## src/rtl/uart_rx_ext.sv

```systemverilog
// uart_rx_ext: oversampled UART receiver with parity, stop-bit checks, majority vote,
// break detection and a valid/ready holding register with sticky overrun.
`timescale 1ns/1ps
module uart_rx_ext #(
  parameter int DATA_BITS = 8,
  parameter int SB_TICKS  = 16,
  parameter int STOP_BITS = 1,
  parameter int PARITY    = 0
) (
  input  logic                 clk,
  input  logic                 reset,
  input  logic                 s_tick,
  input  logic                 rx,
  input  logic                 rx_ready,
  output logic                 rx_valid,
  output logic                 rx_done_tick,
  output logic [DATA_BITS-1:0] dout,
  output logic                 parity_err,
  output logic                 frame_err,
  output logic                 break_det,
  output logic                 overrun
);
  localparam int SW = $clog2(SB_TICKS);
  typedef enum logic [2:0] {IDLE, START, DATA, PAR, STOP, WAIT_HIGH} state_t;
  state_t state;
  logic rx_m, rx_s;
  logic [SW-1:0] s;
  logic [3:0] n;
  logic [DATA_BITS-1:0] data;
  logic [1:0] smp;
  logic par_bit, p_err, f_err, brk;
  logic bit_v, last_tick, done, load, fe_now, brk_now;
  // the third vote sample is rx_s itself on the deciding tick
  assign bit_v     = (smp[0] & smp[1]) | (smp[0] & rx_s) | (smp[1] & rx_s);
  assign last_tick = s_tick && s == SW'(SB_TICKS-1);
  assign done      = state == STOP && last_tick && n == 4'(STOP_BITS-1);
  assign load      = done && (!rx_valid || rx_ready);
  assign fe_now    = f_err | ~bit_v;
  assign brk_now   = n == 4'd0 ? (data == '0 && !par_bit && !bit_v) : brk;
  always_ff @(posedge clk or negedge reset) begin
    if (!reset) begin
      state   <= IDLE;
      rx_m    <= 1'b1;
      rx_s    <= 1'b1;
      s       <= '0;
      n       <= '0;
      data    <= '0;
      smp     <= '0;
      par_bit <= 1'b0;
      p_err   <= 1'b0;
      f_err   <= 1'b0;
      brk     <= 1'b0;
    end else begin
      rx_m <= rx;
      rx_s <= rx_m;
      case (state)
        IDLE: if (!rx_s) begin
          state <= START;
          s     <= '0;
        end
        START: if (s_tick) begin
          if (s == SW'(SB_TICKS/2-1)) begin
            if (rx_s) state <= IDLE;
            else begin
              state   <= DATA;
              s       <= '0;
              n       <= '0;
              par_bit <= 1'b0;
              p_err   <= 1'b0;
              f_err   <= 1'b0;
              brk     <= 1'b0;
            end
          end else s <= s + 1'b1;
        end
        WAIT_HIGH: if (rx_s) state <= IDLE;
        default: if (s_tick) begin
          s <= last_tick ? '0 : s + 1'b1;
          if (s == SW'(SB_TICKS-3)) smp[0] <= rx_s;
          if (s == SW'(SB_TICKS-2)) smp[1] <= rx_s;
          if (last_tick) begin
            if (state == DATA) begin
              data <= {bit_v, data[DATA_BITS-1:1]};
              if (n == 4'(DATA_BITS-1)) begin
                n <= '0;
                if (PARITY != 0) state <= PAR;
                else state <= STOP;
              end else n <= n + 1'b1;
            end else if (state == PAR) begin
              par_bit <= bit_v;
              p_err   <= (^data ^ bit_v) != (PARITY == 2);
              state   <= STOP;
            end else begin
              f_err <= fe_now;
              brk   <= brk_now;
              if (done) begin
                n <= '0;
                if (bit_v) state <= IDLE;
                else state <= WAIT_HIGH;
              end else n <= n + 1'b1;
            end
          end
        end
      endcase
    end
  end
  always_ff @(posedge clk or negedge reset) begin
    if (!reset) begin
      rx_valid     <= 1'b0;
      rx_done_tick <= 1'b0;
      dout         <= '0;
      parity_err   <= 1'b0;
      frame_err    <= 1'b0;
      break_det    <= 1'b0;
      overrun      <= 1'b0;
    end else begin
      rx_done_tick <= load;
      if (load) begin
        dout       <= data;
        parity_err <= p_err;
        frame_err  <= fe_now;
        break_det  <= brk_now;
        rx_valid   <= 1'b1;
      end else if (rx_valid && rx_ready) rx_valid <= 1'b0;
      if (done && !load) overrun <= 1'b1;
      else if (rx_valid && rx_ready) overrun <= 1'b0;
    end
  end
endmodule
```

## config.mk

```make
export PLATFORM = sky130hd
export DESIGN_NAME = uart_rx_ext
export DESIGN_NICKNAME = d
export VERILOG_FILES = /design/src/rtl/uart_rx_ext.sv
export SDC_FILE = /design/constraint.sdc
export NUM_CORES = 1
export LEC_CHECK = 0
export BUFFER_PORTS_ARGS = -buffer_cell sky130_fd_sc_hd__buf_4
export CAP_MARGIN = 30
export CORE_ASPECT_RATIO = 0.6
export CORE_MARGIN = 5
export CORE_UTILIZATION = 58
export CTS_CLUSTER_SIZE = 28
export DETAILED_ROUTE_END_ITERATION = 12
export GPL_TIMING_DRIVEN = 0
export PLACE_DENSITY = 0.78
export SLEW_MARGIN = 40
export SYNTH_ARGS = -nofsm -noshare
export SYNTH_HDL_FRONTEND = slang
export SYNTH_SLANG_ARGS = --single-unit
```

## constraint.sdc

```tcl
create_clock -name clk -period 4.32 [get_ports clk]
set_input_delay 0.432 -clock clk [delete_from_list [all_inputs] [get_ports clk]]
set_output_delay 0.432 -clock clk [all_outputs]
set_load 0.01 [all_outputs]
```

* Word-level counts from Yosys, hierarchy flattened *
Cells that the tools add are included.

storage, ports and cells
  bits in registers = 41
  latch bits = 0
  RAM bits = 0
  bits in read-only memories = 0
  logic and storage cells = 142
  memories kept = 0

operators by class
  add/sub/neg operators = 2
  multipliers = 0
  div/mod/pow operators = 0
  $lt $le $gt $ge = 0
  equal/unequal tests = 19
  shifts and indexed selects = 0
  multiplexer cells = 56
  bitwise gates (word level) = 11
  reductions and logical operators = 35

operators by type and width
  cell                                                              number
  4-bit 2-to-1 mux                                                  14
  3-bit 2-to-1 mux                                                  11
  1-bit 2-to-1 mux                                                  23
  7-bit AND reduction                                               2
  4-bit == test (second input constant)                             3
  4-bit case mux with 3 select lines                                1
  2-bit != test (second input constant)                             5
  2-bit nonzero test                                                5
  3-bit case mux with 3 select lines                                1
  3-bit AND reduction                                               3
  4-bit by 1-bit adder with 4-bit output (second input constant)    2
  4-bit by 3-bit == test with 1-bit output (second input constant)  2
  1-bit logical AND                                                 8
  8-bit logical NOT                                                 1
  1-bit case mux with 2 select lines                                4
  4-bit case mux with 2 select lines                                1
  8-bit AND reduction                                               1
  8-bit XOR reduction                                               1
  3-bit by 2-bit == test with 1-bit output (second input constant)  2
  3-bit == test (second input constant)                             2
  6-bit AND reduction                                               1
  6-bit nonzero test                                                1
  5-bit by 1-bit != test with 1-bit output (second input constant)  1
  1-bit logical NOT                                                 4
  16 further kinds                                                  24

* Logic depth before layout (Yosys ltp) *
Gate-level depths: netlist (run 1).

  word-level depth = 11
  mapped depth = 7
  gate-level depth less buffers = 7

* Worst setup path after synthesis (run 1) *
OpenSTA, ideal clock, no wires.

  kind = reg2reg
  start point = register s[0]
  end point = register state[0]
  setup time = 0.125 ns
  arrival time = 1.613 ns
  path slack = 2.582 ns
  cell stages (with the launch flop) = 8
  buffers on the path = 1
  clock period less this slack = 1.738 ns
  cells stage by stage = dfrtp_1 > ha_1 > and4_1 > buf_4 > a21oi_1 > nor2_1 > o21a_4 > mux2_4

on the way
  longest elaborated chain between the ends = 6

RTL lines
  what                               RTL line  RTL
  from (decl)                        27        logic [SW-1:0] s;
  from (signal assigned)             73        end else s <= s + 1'b1;
  from (signal assigned)             77        s <= last_tick ? '0 : s + 1'b1;
  4-bit == test                      35        assign last_tick = s_tick && s == SW'(SB_TICKS-1);
  1-bit logical AND                  35
  1-bit logical AND (2 in series)    36        assign done = state == STOP && last_tick && n == 4'(STOP_BITS-1);
  6-bit nonzero test (no line)       --
  8-bit AND reduction (no line) (*)  --
  to (signal assigned)               42        state <= IDLE;
  to (signal assigned)               58        state <= START;
  to (signal assigned)               63        if (rx_s) state <= IDLE;
  to (decl)                          25        state_t state;

Every way passes the cells marked *; elsewhere a longest branch is shown, timed or not.
A chain may end at the register's enable or synchronous reset.

* Worst setup path after layout (run 1) *
  start point = register n[0]
  end point = register state[0]

on the way
  longest elaborated chain between the ends = 4

RTL lines
  what                               RTL line  RTL
  from (decl)                        28        logic [3:0] n;
  from (signal assigned)             87        end else n <= n + 1'b1;
  from (signal assigned)             99        end else n <= n + 1'b1;
  4-bit logical NOT                  36
  1-bit logical AND                  36
  6-bit nonzero test (no line)       --
  8-bit AND reduction (no line) (*)  --

Marks and branches as above.

==> results.tsv, run 1 <==
metric	value	unit
Final Non-Filler Cells	293	
Die H	57.66	microns
commonest non-fill, non-tap cell in the layout	dfrtp_1	
max-cap viol count	0	
initial antenna violation count	0	
final setup fails	0	
Core Region	0.003659	sq mm
CP endpoint kind	register	
Starting Density	60.02	%
NumNets Final	259	
leakage power	0.001224	uW
CTS buffer count	5	
I/O Buffers	18	
Max-Slew Margin vs Limit	65.71	%
gpl congestion	0.8074	
Vias	1631	
Power Density	473.7	mW/mm^2
H-tree depth	2	
CTS tree	done	
vias per cell	5.567	
maximum VDD drop	0.3653	mV
Clock Skews	0.002953	ns
Num Clock Sinks	41	
hold_buf cts	0	
Total Power	1183	uW
Mapped Avg Cell Area	9.981	sq um
ys flop type	dfrtp_1	
worst slew pin tran	0.5144	ns
number of synthesized flops with an enable pin	0	
cts repair resizes	0	
vias in the first global route	1470	
Max FO, Critical Path	6	
per-cell routed wire length	14.45	microns
Syn Inst Count	220	
die width	89.44	microns
setup tns final	0	ns
layout cells sized above 1	20.73	%
YS warnings	0	
Post-Route WL	4233	microns
HP Class	in -> async	
dpl hpwl	3128	microns
Hold Vio Cnt, Final	0	
Slew Limit Fails	0	
Async S/R FF share, synth	100.0	%
largest stage delay on the critical path	0.44	ns
RSZ-0062 raised after global routing	no	
Std-Cell Rows	17	
DRT iter0 DRCs	113	
Post-route DRC	0	
global-route usage over all layers	17.92	%
Worst Path Required	4.49	ns
Synth cell types	51	
global-route wire length before repair	7134	microns
largest net degree at the start of global routing	42	
Post-Syn Area	0.002196	sq mm
final worst-path cycle share	43.29	%
Reg clk slew, reported paths	0.08	ns
post-layout min period	1.870	ns
Worst setup SP type	register	
sequential share of the synthesized area	46.84	%
first drt pass iteration count	4	
CP Class	reg -> reg	
Area Overhead vs Synth	13.73	%
dpl cells	285	
boundary pin count	19	
slowest CP cell	dfrtp_1	
CTS root buffer	clkbuf_8	
Mapped Nets	234	
postcts setup bufs	0	
Critical Path AT	2.04	ns
deepest clock path buffer count	2	
Die Area	0.005157	sq mm
status	completed	
Antenna diodes	0	
post-route antenna net violation count	0	
clk_lat worst skew	0.28	ns
#FFs+latches synth	41	
total grt overflow	0	
crit-path cells	inv_1 -> ha_1 -> nor3b_2 -> a21oi_1 -> nor2_1 -> o21a_4 -> mux2_4	
most frequent cells in the layout	dfrtp_1 (39), nand2_1 (31), inv_1 (22), buf_4 (20), o21ai_0 (20)	
fmax	534.7	MHz
[state kept, by name, indices dropped and copies added (netlist names)]
name	count
brk	1
data	8
rx_s	1
rx_done_tick	1
frame_err	1
state	3
f_err	1
parity_err	1
p_err	1
s	4
break_det	1
overrun	1
dout	8
rx_valid	1
smp	2
rx_m	1
n	4
par_bit	1
[worst max-delay path, delay by kind of cell, from the launching register on]
kind,cells,cell delay (ns)
AND/OR/NAND/NOR,2,0.52
AO/OA/AOI/OAI,2,0.29
flip-flops,1,0.44
adder cells (fa/ha/maj),1,0.14
multiplexers,1,0.29
buffers and inverters,1,0.08
[cells by family (layout without fill, tap and decap cells)]
| group | after synthesis | count (layout) | synth area share (%) |
|---|---|---|---|
| AOI/OAI and AO/OA | 57 | 57 | 16.81 |
| DFF | 41 | 41 | 46.84 |
| muxes | 9 | 9 | 4.729 |
| adders and majority gates | 10 | 10 | 5.584 |
| and+or+nand+nor | 68 | 68 | 17.38 |
| buffers and inverters | 31 | 57 | 7.065 |
| xor gates and xnor gates | 4 | 4 | 1.595 |
[metal layers]
| metal | vias up | GRT usage, % | part of all wire, % |
|---|---|---|---|
| met3 | 2 | 4.261 | 6.2 |
| met5 | - | 0 | 0 |
| met1 | 777 | 28.39 | 52 |
| li1 | 809 | - | - |
| met2 | 43 | 24.76 | 41 |
| met4 | 0 | 3.822 | 0.52 |
[area by class of cell]
cell class | instances | area, sq um
well taps | 47 | 58.81
repair buffers | 18 | 135.1
clock inverters | 2 | 35.03
multi-input cells | 148 | 1012
inverters | 22 | 82.58
flip-flops and latches | 41 | 1028
clock buffers | 6 | 72.57
plain buffers | 9 | 72.57
fillers | 300 | 1161
[Yosys cell counts, drive strengths merged (2+ instances only)]
master	count	area (sq um)
clkbuf	2	7.510
mux2	5	63.81
nor2	6	25.03
xnor2	4	35.03
o22ai	2	12.51
nand3b	2	15.01
nand2	31	116.4
a21oi	13	65.06
dfstp	2	52.55
o21ai	23	118.9
a21o	4	31.28
ha	9	112.6
nor4b	3	38.79
nor2b	4	25.02
nand3	4	20.02
o21bai	2	15.01
a31oi	2	12.51
mux2i	4	40.04
inv	22	82.58
and2b	2	16.27
nand2b	5	38.78
and4	2	17.52
o21a	2	22.52
o221a	2	22.52
buf	7	65.05
dfrtp	39	975.9
nor3b	3	27.52
nor3	2	10.01
nand4	2	12.51
[power by group]
group / total, uW / internal [uW] / switching, uW
clock network: 301 / 172 / 129
logic: 401 / 191 / 210
registers: 481 / 428 / 52.9
total: 1180 / 791 / 392
[path summary, 6_finish.rpt]
| path | from | cells past startpoint | slack [ns] | end |
|---|---|---|---|---|
| worst max-delay path | n[0] | 7 | 2.45 | state[0] |
| worst min-delay path | reset | 1 | 0.11 | s[3] |
| worst max register to register | n[0] | 7 | 2.45 | state[0] |
| worst min register to register | rx_m | 0 | 0.36 | rx_s |
| max in group asynchronous | reset | 1 | 3.84 | rx_s |
| min in group clk | rx | 1 | 0.25 | rx_m |
[metrics by stage]
| stage | worst slack (ns) | hold WS, ns | instance area (sq um) | util (%) |
|---|---|---|---|---|
| after floorplan | 2.582 | 0.1364 | 2196 | - |
| after global placement | 2.490 | 0.3456 | 2390 | 65.32 |
| after detailed placement | 2.431 | 0.3470 | 2390 | 65.32 |
| after CTS | 2.434 | 0.1288 | 2497 | 68.26 |
| after global routing | 2.307 | 0.1527 | 2497 | 68.26 |
| final | 2.450 | 0.1123 | 2497 | 68.26 |
(Power assumes the default switching activity.)
==> inputs of run 2 (changes only) <==
--- a/config.mk
+++ b/config.mk
@@ -5,6 +5,7 @@
 export SDC_FILE = /design/constraint.sdc
 export NUM_CORES = 1
 export LEC_CHECK = 0
+export ABC_AREA = 1
 export BUFFER_PORTS_ARGS = -buffer_cell sky130_fd_sc_hd__buf_4
 export CAP_MARGIN = 30
 export CORE_ASPECT_RATIO = 0.6
==> constraint.sdc (replaced) <==
create_clock -name clk -period 1.85 [get_ports clk]
set_input_delay 0.185 -clock clk [delete_from_list [all_inputs] [get_ports clk]]
set_output_delay 0.185 -clock clk [all_outputs]
set_load 0.01 [all_outputs]
==> results.tsv, run 2 <==
metric	value	unit	change
global-route usage over all layers	20.12	%	+2.2 points
CTS tree	done		
die width	91.34	microns	+2.1%
Syn Inst Count	284		+29%
Reg clk slew, reported paths	0.08	ns	about the same
initial antenna violation count	0		unchanged
#FFs+latches synth	41		unchanged
top-count cell post-synth	nand2_1		
Sw Ratio	40.81	%	+7.7 points
Vias	1874		+15%
P_int	1866	uW	+140%
per-cell routed wire length	12.99	microns	-10%
NetSw	1287	uW	+230%
Top Registers	data (8), dout (8)		
largest net degree at the start of global routing	42		unchanged
Hold EP	overrun		
setup tns final	0	ns	unchanged
Core Region	0.003744	sq mm	+2.3%
Synth cell types	30		-41%
CTS root buffer	clkbuf_8		
area share of the largest cell type after synthesis	42.39	%	-2.1 points
vias per cell	5.220		-6.2%
deepest clock path buffer count	2		unchanged
Post-route DRC	0		unchanged
Hold Vio Cnt, Final	0		unchanged
Async S/R FF share, synth	100.0	%	unchanged
gpl congestion	0.9186		+14%
CP endpoint kind	register		
r2r setup slk	0.12	ns	-2.33 ns
Max-Slew Margin vs Limit	66.86	%	+1.2 points
total grt overflow	0		unchanged
hold path depth	2		
maximum VDD drop	0.8688	mV	+140%
most frequent cells in the layout	nand2_1 (89), dfrtp_1 (38), inv_1 (27), nor2_1 (26), nand3_1 (19)		
Worst Reg-to-Reg Cells	8		+1
final worst-path cycle share	93.75	%	+50 points
CTS buffer count	5		unchanged
Slew Limit Fails	0		unchanged
ys flop type	dfrtp_1		
post-route antenna net violation count	0		unchanged
DRT iter0 DRCs	158		+40%
Synth top cells by count	nand2_1 (89), dfrtp_1 (39), inv_1 (27), nor2_1 (27), nand3_1 (19)		
sequential share of the synthesized area	44.67	%	-2.2 points
Critical Path AT	1.92	ns	-0.12 ns
HP Class	in -> reg		
dpl hpwl	3599	microns	+15%
Starting Density	61.50	%	+1.5 points
H-tree depth	2		unchanged
Std-Cell Rows	17		unchanged
commonest non-fill, non-tap cell in the layout	nand2_1		
postcts setup bufs	0		unchanged
Hold Worst Slack	0.06751	ns	-0.04478 ns
number of synthesized flops with an enable pin	0		unchanged
Worst Path Required	2.03	ns	-2.46 ns
leakage power	0.001333	uW	+8.9%
clk_lat worst skew	0.30	ns	+0.02 ns
Num Clock Sinks	41		unchanged
status	completed		
Post-Syn Area	0.002302	sq mm	+4.8%
worst slew pin tran	0.4970	ns	-0.01735 ns
Mapped Avg Cell Area	8.106	sq um	-19%
global-route wire length before repair	8549	microns	+20%
Power Density	1194	mW/mm^2	+150%
RSZ-0062 raised after global routing	no		
Die H	58.80	microns	+2.0%
Worst setup SP type	register		
boundary pin count	19		unchanged
clock power share	24.0	%	-1.4 points
Area Overhead vs Synth	14.67	%	
vias in the first global route	1795		+22%
Die Area	0.005371	sq mm	+4.1%
Antenna diodes	0		unchanged
Max FO, Critical Path	9		+3
min-delay src	rx_ready		
Reg-to-Reg Start	state[1]		
fmax	576.6	MHz	+7.8%
max-cap viol count	0		unchanged
Clock Skews	0.01061	ns	+0.007655 ns
CP Class	reg -> reg		
Mapped Nets	298		+27%
post-layout min period	1.734	ns	-0.1359 ns
I/O Buffers	18		unchanged
Seq pwr share	37.9	%	-2.8 points
leading area contributor after synthesis	dfrtp_1		
final setup fails	0		unchanged
YS warnings	0		unchanged
Post-Route WL	4664	microns	+10%
combinational share of power	38.2	%	+4.3 points
ranking of synthesized cells by area	dfrtp_1 (42%), nand2_1 (15%), ha_1 (4.9%)		
first drt pass iteration count	5		+1
layout cells sized above 1	20.19	%	-0.54 points
NumNets Final	325		+25%
worst r2r dst	n[3]		
[run 2: cell types whose count changed after synthesis, sizes merged, moves of 5 or more]
cell | before | now
a21oi | 13 | 4
inv | 22 | 31
mux2 | 5 | 0
nand2 | 31 | 93
nand2b | 5 | 0
nand3 | 4 | 22
nor2 | 6 | 33
o21ai | 23 | 28
[run 2: power groups by stage]
stage / Clock [uW] / Combinational, uW / Sequential (uW)
detailed placement: 0 / 1180 / 1200
finish: 756 / 1200 / 1190
CTS: 771 / 1190 / 1190
global placement: 0 / 1150 / 1200
floorplan: 0 / 931 / 1170
global route: 814 / 1410 / 1220
[run 2: kinds of logic after synthesis]
| group | Yosys count | synth area share [%] |
|---|---|---|
| buffers and inverters | 34 | 6.250 |
| DFF | 41 | 44.67 |
| AOI/OAI and AO/OA | 35 | 9.348 |
| adders and majority gates | 9 | 4.891 |
| and+or+nand+nor | 159 | 32.55 |
| xor gates and xnor gates | 6 | 2.283 |
[run 2: how the worst max path moves through the flow]
| stage | cells past startpoint | slack, ns | startpoint | endpoint |
|---|---|---|---|---|
| after floorplan | 9 | 0.33 | s[0] | frame_err |
| after global routing | 10 | 0.003 | s[1] | brk |
| after detailed placement | 10 | 0.15 | s[0] | n[3] |
| final | 8 | 0.12 | state[1] | n[3] |
| after CTS | 10 | 0.12 | s[0] | n[3] |
| after global placement | 10 | 0.18 | s[0] | n[0] |
[run 2: cell type report]
type                       instances  area, sq um
sequential                        41         1030
tap                               47        58.81
buffer                             3        25.02
multi-input combinational        209         1132
clock inverter                     2        37.54
inverter                          31        118.9
timing repair buffer              20        155.1
fill                             316         1104
clock buffer                       6        82.58
[run 2: metal layers]
metal	vias to the layer above	wire length, microns	global-route usage (%)
met3	6	382	6.897
met2	62	1771	27.21
met5	-	0	0
met4	0	53	5.649
met1	839	2456	30.28
li1	967	-	-
[run 2: timing repair]
item                       in CTS  in global routing
hold endpoints to repair       40                  0
hold buffers                    2                  0
gates resized for setup         0                  2
setup endpoints to repair       0                 17
[run 2: per-stage QoR]
stage / power [uW] / instance area (sq um) / util, % / setup WS [ns] / cells
2_1_floorplan: 2099 / 2302 / - / 0.3346 / 284
3_3_place_gp: 2352 / 2496 / 66.68 / 0.1786 / 349
3_5_place_dp: 2387 / 2496 / 66.68 / 0.1542 / 349
4_1_cts: 3148 / 2636 / 70.42 / 0.1218 / 359
5_1_grt: 3444 / 2640 / 70.52 / 0.002842 / 359
6_report: 3153 / 2640 / 70.52 / 0.1156 / 359
[run 2: critical path, cell delays in order, from the launching register on]
cell and delay (ns):
dfrtp_1 0.47, inv_2 0.16, nand3_2 0.25, o21ai_2 0.26, nand2_2 0.11, nor2_1 0.11, nand2_1 0.12, nand2_1 0.08
nand2_1 0.06
